## src/rtl/dmem_fill_pkg.sv

```systemverilog
// Shared L1D line-fill definitions: FSM encoding and default geometry,
// imported by both the fill engine and the L1D.
package dmem_fill_pkg;

  localparam int DMEM_LINE_DEF = 512;
  localparam int BEAT_W_DEF    = 64;
  localparam int BLK_LEN_DEF   = 58;
  localparam int OFFS_DEF      = $clog2(DMEM_LINE_DEF / 8);

  typedef enum logic [2:0] {
    S_IDLE = 3'd0,
    S_WAIT = 3'd1,
    S_REQ  = 3'd2,
    S_BEAT = 3'd3,
    S_DONE = 3'd4
  } fill_state_e;

endpackage

```

## src/rtl/dmem_fill.sv

```systemverilog
// L1D fill engine: a one-line buffer in front of a burst memory port.
// A hit returns the buffered line; a miss fetches BEATS beats into it.
module dmem_fill
  import dmem_fill_pkg::*;
#(
  parameter int DMEM_LINE = DMEM_LINE_DEF,
  parameter int BEAT_W    = BEAT_W_DEF,
  parameter int BLK_LEN   = BLK_LEN_DEF
) (
  input  logic                 clk,
  input  logic                 rst_n,
  input  logic [BLK_LEN-1:0]   b_addr_d,
  input  logic                 b_rd_d,
  output logic [DMEM_LINE-1:0] b_data_in_d,
  output logic                 b_dv_d,
  input  logic [BLK_LEN-1:0]   inv_addr,
  input  logic                 inv,
  output logic [63:0]          m_addr,
  output logic                 m_req,
  input  logic                 m_gnt,
  input  logic [BEAT_W-1:0]    m_rdata,
  input  logic                 m_rvalid
);

  localparam int BEATS = DMEM_LINE / BEAT_W;
  localparam int OFFS  = $clog2(DMEM_LINE / 8);
  localparam int CNT_W = (BEATS > 1) ? $clog2(BEATS) : 1;

  fill_state_e          state_q, state_n;
  logic [BLK_LEN-1:0]   blk_q, lb_tag;
  logic                 lb_v, poison_q;
  logic [CNT_W-1:0]     cnt_q;
  logic [DMEM_LINE-1:0] lb_data;
  logic                 wait_hit, poison_hit, beat_fire, last_beat;

  // A same-cycle invalidate of the requested block beats the hit.
  assign wait_hit   = lb_v && (lb_tag == b_addr_d) && !(inv && (inv_addr == b_addr_d));
  assign beat_fire  = (state_q == S_BEAT) && m_rvalid;
  assign last_beat  = beat_fire && (cnt_q == CNT_W'(BEATS - 1));
  assign poison_hit = inv && (inv_addr == blk_q) && ((state_q == S_REQ) || (state_q == S_BEAT));

  assign m_req       = (state_q == S_REQ);
  assign b_dv_d      = (state_q == S_DONE) && b_rd_d;
  assign m_addr      = 64'({blk_q, {OFFS{1'b0}}});
  assign b_data_in_d = lb_data;

  always_comb begin
    state_n = state_q;
    case (state_q)
      S_IDLE:  if (b_rd_d) state_n = S_WAIT;
      S_WAIT:  state_n = wait_hit ? S_DONE : S_REQ;
      S_REQ:   if (m_gnt) state_n = S_BEAT;
      S_BEAT:  if (last_beat) state_n = S_DONE;
      S_DONE:  state_n = S_IDLE;
      default: state_n = S_IDLE;
    endcase
  end

  always_ff @(posedge clk) begin
    if (!rst_n) begin
      state_q  <= S_IDLE;
      blk_q    <= '0;
      lb_tag   <= '0;
      lb_v     <= 1'b0;
      poison_q <= 1'b0;
      cnt_q    <= '0;
      lb_data  <= '0;
    end else begin
      state_q <= state_n;
      if (state_q == S_WAIT) blk_q <= b_addr_d;

      if ((state_q == S_REQ) && m_gnt) cnt_q <= '0;
      else if (beat_fire)              cnt_q <= cnt_q + CNT_W'(1);

      if (state_n == S_IDLE) poison_q <= 1'b0;
      else if (poison_hit)   poison_q <= 1'b1;

      // The final beat installs the new tag, so it overrides a clear aimed at the old one.
      if (inv && (inv_addr == lb_tag)) lb_v <= 1'b0;
      if (last_beat) begin
        lb_tag <= blk_q;
        lb_v   <= !(poison_q || poison_hit);
      end

      if (beat_fire)
        for (int b = 0; b < BEATS; b++)
          if (cnt_q == CNT_W'(b)) lb_data[b*BEAT_W +: BEAT_W] <= m_rdata;
    end
  end

endmodule
```

## config.mk

```make
export PLATFORM = sky130hd
export DESIGN_NAME = dmem_fill
export DESIGN_NICKNAME = d
export VERILOG_FILES = /design/src/rtl/dmem_fill_pkg.sv /design/src/rtl/dmem_fill.sv
export SDC_FILE = /design/constraint.sdc
export NUM_CORES = 1
export LEC_CHECK = 0
export ABC_AREA = 1
export BUFFER_PORTS_ARGS = -buffer_cell sky130_fd_sc_hd__buf_2
export CORE_AREA = 2 2 299 301
export DETAILED_ROUTE_END_ITERATION = 6
export DIE_AREA = 0 0 301 303
export GPL_TIMING_DRIVEN = 1
export PLACE_DENSITY = 0.55
export SLEW_MARGIN = 20
export SYNTH_ARGS = -nofsm -noshare
export SYNTH_HDL_FRONTEND = slang
export SYNTH_SLANG_ARGS = --single-unit
export TNS_END_PERCENT = 50
```

## constraint.sdc

```tcl
create_clock -name clk -period 1.6 [get_ports clk]
set_clock_uncertainty 0.15 [all_clocks]
set_input_delay 0.16 -clock clk [delete_from_list [all_inputs] [get_ports clk]]
set_output_delay 0.16 -clock clk [all_outputs]
set_load 0.01 [all_outputs]
```

### Word-level counts from Yosys, hierarchy flattened

Index checks and enable logic that the tools add are counted.

| storage, ports and cells | value |
|---|---|
| register bits | 636 |
| latch bits | 0 |
| bits in writable memories | 0 |
| bits in read-only memories | 0 |
| input bits | 186 |
| logic and storage cells | 66 |
| memories kept | 0 |

| cells by class | value |
|---|---|
| add/subtract/negate cells | 1 |
| $mul | 0 |
| div/mod/pow operators | 0 |
| magnitude comparators | 0 |
| equal/unequal tests | 15 |
| shift-type cells | 0 |
| mux-type cells | 7 |
| bitwise gates (word level) | 1 |
| reductions and logical operators | 28 |

Operator list:

| kind | number |
|---|---|
| equality test 58 bit | 4 |
| AND reduction 2 bit | 8 |
| equality test 3 bit, second input constant | 5 |
| equality test 3 x 2 -> 1 bit, second input constant | 4 |
| 2-to-1 mux 3 bit | 4 |
| case mux 3 bit (4 select lines) | 1 |
| logical AND 1 bit | 10 |
| zero test 3 bit | 3 |
| equality test 3 x 1 -> 1 bit, second input constant | 2 |
| OR reduction 2 bit | 2 |
| adder 3 x 1 -> 3 bit, second input constant | 1 |
| zero test 1 bit | 2 |
| logical OR 1 bit | 2 |
| 2-to-1 mux 1 bit | 2 |
| nonzero test 2 bit | 1 |
| inverter 1 bit | 1 |

### Logic depth before layout (Yosys ltp)

| depth | value |
|---|---|
| word-level depth | 8 |
| depth in mapped cells | 15 |
| depth with buffers taken out | 15 |

### Least setup slack after synthesis

No wires, ideal clock.

| timing path | value |
|---|---|
| path type | register -> register |
| start point | register cnt_q[0] |
| end point | register lb_data[197] (netlist: b_data_in_d[197]) |
| setup time | 0.070 ns |
| arrival | 1.455 ns |
| data required time | 1.380 ns |
| setup slack | -0.076 ns |
| stages on the path, launching flop included | 7 |
| buffers on the path | 2 |
| path through | dfxtp_1 ha_1 ha_1 clkbuf_1 clkbuf_1 nand3_1 a21oi_1 |

| between the ends | value |
|---|---|
| cells in the longest elaborated chain, start to end | 2 |

Ends and longest elaborated chain:

| what | line | RTL |
|---|---|---|
| start: declaration | dmem_fill.sv:32 | `logic [CNT_W-1:0] cnt_q;` |
| start signal: assignment | dmem_fill.sv:73 | `else if (beat_fire) cnt_q <= cnt_q + CNT_W'(1);` |
| equality test 3 x 2 -> 1 bit | dmem_fill.sv:87 | `if (cnt_q == CNT_W'(b)) lb_data[b*BEAT_W +: BEAT_W] <= m_rdata;` |
| AND reduction 2 bit (no line) | n/a |  |
| end signal: indexed assignment | dmem_fill.sv:87 |  |
| end: declaration | dmem_fill.sv:33 | `logic [DMEM_LINE-1:0] lb_data;` |

No other way between the ends.
A chain may end at the register's enable or synchronous reset.

### Worst setup path in the final report

| timing path | value |
|---|---|
| start point | register state_q[1] |
| end point | register lb_data[262] (netlist: b_data_in_d[262]) |

| between the ends | value |
|---|---|
| cells in the longest elaborated chain, start to end | 3 |

Ends and longest elaborated chain:

| what | line | RTL |
|---|---|---|
| start: declaration | dmem_fill.sv:29 | `fill_state_e state_q, state_n;` |
| start signal: assignment | dmem_fill.sv:69 | `state_q <= state_n;` |
| equality test 3 x 2 -> 1 bit | dmem_fill.sv:38 | `assign beat_fire = (state_q == S_BEAT) && m_rvalid;` |
| logical AND 1 bit | dmem_fill.sv:38 |  |
| AND reduction 2 bit (no line) | n/a |  |

No other way between the ends.

==> results by group <==
Setup path
  • CP Data Required Time: 1.94 ns
  • Kind of end point of the critical path: register
  • Slowest stage delay, CP: 0.34 ns
  • Critical path depth: 12
  • Startpoint types: register
  • CP max FO: 22
  • Slowest CP cell: dfxtp_2
  • Reg-to-Reg End: b_data_in_d[262]$_SDFFE_PN0P_
  • R2r startpoint: state_q[1]$_SDFF_PN0_
  • CP dominant cell by count: buf_12
  • R2R setup slack: -0.23 ns
  • Crit path from: state_q[1]$_SDFF_PN0_
  • Crit Path Category: register to register
  • Worst reg2reg path depth: 12
  • Crit path DAT: 2.17 ns
  • Setup crit end: b_data_in_d[262]$_SDFFE_PN0P_
  • CP bufs+invs: 7
  • Cell Chain, Critical Path: inv_2, nor2_4, inv_2, nor2_4, buf_12, buf_4, buf_6, nand3_4, buf_12, buf_12, o21ai_2, a21oi_1
  • Top Family by Delay on Critical Path: buffers and inverters

Outcome
  • Status: finished, violations left
  • Failing checks: negative setup slack

Die
  • Row Count: 109
  • DIE HEIGHT: 303 um
  • Initial Util: 29.06%
  • IO Pins: 764
  • Chip width: 301 um
  • Die Area: 91200 um^2
  • Core Area: 87970 um^2

GRT
  • Initial antenna violation count: 19
  • First-pass GRT wire length: 161700 um
  • Largest net degree at the start of global routing: 53
  • Total GRT Usage: 23.40%
  • Grt ovf: 0
  • Vias in the first global route: 25050

STA
  • Fmax: 547.6 MHz
  • Final Hold Violating Endpoints: 0
  • Setup TNS Final: -64.49 ns
  • Post-route clock period utilization: 114.1%
  • RSZ-0062 raised after global routing: true
  • Period minus WS final: 1.826 ns
  • Setup violations, final: 560
  • Slew Viols, Final: 0
  • Final worst slack: -0.2261 ns

Logic synthesis
  • Area share of the largest cell type after synthesis: 49.81%
  • Synth Instances: 3481
  • Number of synthesis warnings: 0
  • Most frequent cell after synthesis: dfxtp_1
  • #FFs+latches synth: 636
  • Area contributors post-synth: dfxtp_1 (50%), a21oi_1 (8.5%), nand2_1 (8.4%)
  • Synth top cells by count: dfxtp_1 (636), nand2_1 (572), nor2_1 (496)
  • Post-synth ARST share: 0%
  • Primary FF master, synth: dfxtp_1
  • Count of flip-flops with a built-in enable after synthesis: 0
  • Post-synth cell types: 32
  • Largest family of logic cells by synthesized area: compound AO/OA/AOI/OAI gates
  • Synth area leader: dfxtp_1
  • Xor/xnor share of the synthesized area: 3.324%
  • Avg Inst Size Synth: 7.343 um^2
  • Synth Area in Adders: 0.2937%
  • Compound-Gate Fraction of Synth Area: 19.01%
  • Multiplexer share of the synthesized area: 0%
  • Register area share after synthesis: 49.81%
  • Post-Syn Area: 25560 um^2
  • Synth Area in Simple Gates: 18.30%

Final layout
  • Final design utilization: 44.13%
  • Design Area, Final: 38820 um^2
  • Post-route insts no fill: 5863
  • Final #Nets: 4816
  • Share of layout cells above drive strength 1: 30.25%
  • Area grow syn2layout: 51.88%
  • Fill cells: 8939

CTS
  • Num CTS Buffers: 75
  • Clock sink total: 636
  • Root Driver: clkbuf_16
  • Clk pin slew, worst setup/hold paths: 0.06 ns
  • Worst-skew pair later-pin latency: 0.64 ns
  • Max H-tree Level: 3
  • CTS tree: yes
  • Clock Path Buffers: 3

Routing
  • Vias: 27620
  • Post-DRT Antenna Nets: 0
  • Wire length per cell: 20.38 um
  • Drt drc: 0
  • Final wirelength: 119500 um
  • DR iter-0 viols: 2184
  • Vias per cell: 4.711
  • Drt pass-1 iters: 6

Power and ir drop
  • Clock power frac: 46.9%
  • Int Pwr: 28.11 mW
  • Switching portion of total power: 25.93%
  • Cell Pwr Density: 977.7 nW/um^2
  • Leak: 17.31 nW
  • Sw Pwr: 9.841 mW
  • Combinational fraction of design power: 10.4%
  • VDD IR-drop max: 1.033 mV
  • Register share of total power: 42.7%
  • Final Power: 37.95 mW

Placed design
  • I/O Buffers: 757
  • Post-DP Area: 33190 um^2
  • Cells after DPL: 5538
  • DP HPWL: 81340 um
  • Global placer's final weighted congestion: 0.9078

Worst hold path
  • Hold WC Path Type: input pin to register

Flow run
  • Maximum Capacitance Violations: 0
-- state kept, by name (all words and copies together) (netlist names) --
signal / cells
b_data_in_d: 512
blk_q: 58
cnt_q: 3
lb_tag: 58
lb_v: 1
poison_q: 1
state_q: 3
-- worst min path at each step --
stage	startpoint	end	slack (ns)	cells past startpoint
after detailed placement	b_data_in_d[342]$_SDFFE_PN0P_	b_data_in_d[342]$_SDFFE_PN0P_	0.28	2
after global routing	inv_addr[56]	poison_q$_SDFFE_PP0P_	0.1	10
final	inv_addr[57]	poison_q$_SDFFE_PP0P_	0.06	10
after CTS	inv_addr[57]	poison_q$_SDFFE_PP0P_	0.04	10
after floorplan	b_addr_d[10]	blk_q[10]$_SDFFE_PN0P_	0.14	2
after global placement	b_data_in_d[322]$_SDFFE_PN0P_	b_data_in_d[322]$_SDFFE_PN0P_	0.28	2
-- per-stage QoR --
step | hold slack, ns | setup slack, ns
floorplan | 0.1449 | -0.07570
detailed placement | 0.2804 | -0.2442
global route | 0.09689 | -0.3851
finish | 0.06385 | -0.2261
CTS | 0.04247 | -0.2471
global placement | 0.2760 | -0.2457
-- metal layers --
metal	up-vias	global-route usage (%)	part of all wire [%]
li1	13470	-	-
met1	12790	29.01	42
met2	1078	38.44	46
met3	279	4.518	7.1
met4	0	12.49	5.0
met5	-	0	0
-- cells in the final DEF, fill, tap and decap left out, types with 8 or more instances in the layout --
master,count
buf_6,24
a21oi_1,431
o21ai_2,74
dlygate4sd3_1,126
buf_8,8
diode_2,20
o21ai_1,235
xnor2_1,81
clkbuf_8,14
buf_4,274
clkbuf_1,21
o21ai_0,196
buf_16,11
dfxtp_1,619
nand3_1,77
inv_1,364
nor2_2,15
xor2_1,15
o22ai_1,14
nand4_1,21
nor2_1,479
clkbuf_16,94
nor3_2,8
buf_12,56
buf_2,754
nand3_4,8
dfxtp_2,17
nand2_1,565
-- power groups by stage --
stage	registers, mW	clock network [mW]	logic [mW]
floorplan	16.7	0	1.29
detailed placement	16.5	0	3.43
global placement	16.5	0	3.42
finish	16.2	17.8	3.94
CTS	16.2	18.1	3.77
global route	16.2	18.7	4.24
-- worst min-delay path, delay by kind of cell --
kind	cells	cell delay, ns
simple gates	8	0.42
buf+inv	1	0.12
xor+xnor	1	0.09
-- cell type report --
class / instances / area (um^2) / area share (%)
sequential: 636 / 12750 / 32.85
multi-input combinational: 2261 / 11050 / 28.48
timing repair buffer: 1275 / 9479 / 24.42
clock buffer: 110 / 2148 / 5.534
inverter: 374 / 1479 / 3.810
tap: 1165 / 1458 / 3.755
clock inverter: 21 / 381.6 / 0.9830
antenna: 20 / 50.05 / 0.1289
timing repair inverter: 1 / 16.27 / 0.04190
-- cell families (layout without fill, tap and decap cells) --
family	Yosys count	count (layout)
simple gates	1190	1190
compound gates	962	962
flops	636	636
buf+inv	589	1781
xor+xnor	97	97
fa+ha+maj	6	6
other cells	1	26
-- what timing repair did --
item | in CTS | in global routing
pin swaps | 27 | 30
endpoints found under the hold margin | 591 | 0
hold buffers | 126 | 0
resized for setup | 165 | 188
setup endpoints to repair | 585 | 658
buffers inserted | 6 | 11
cloned | 7 | 24
(Power assumes the default switching activity.)
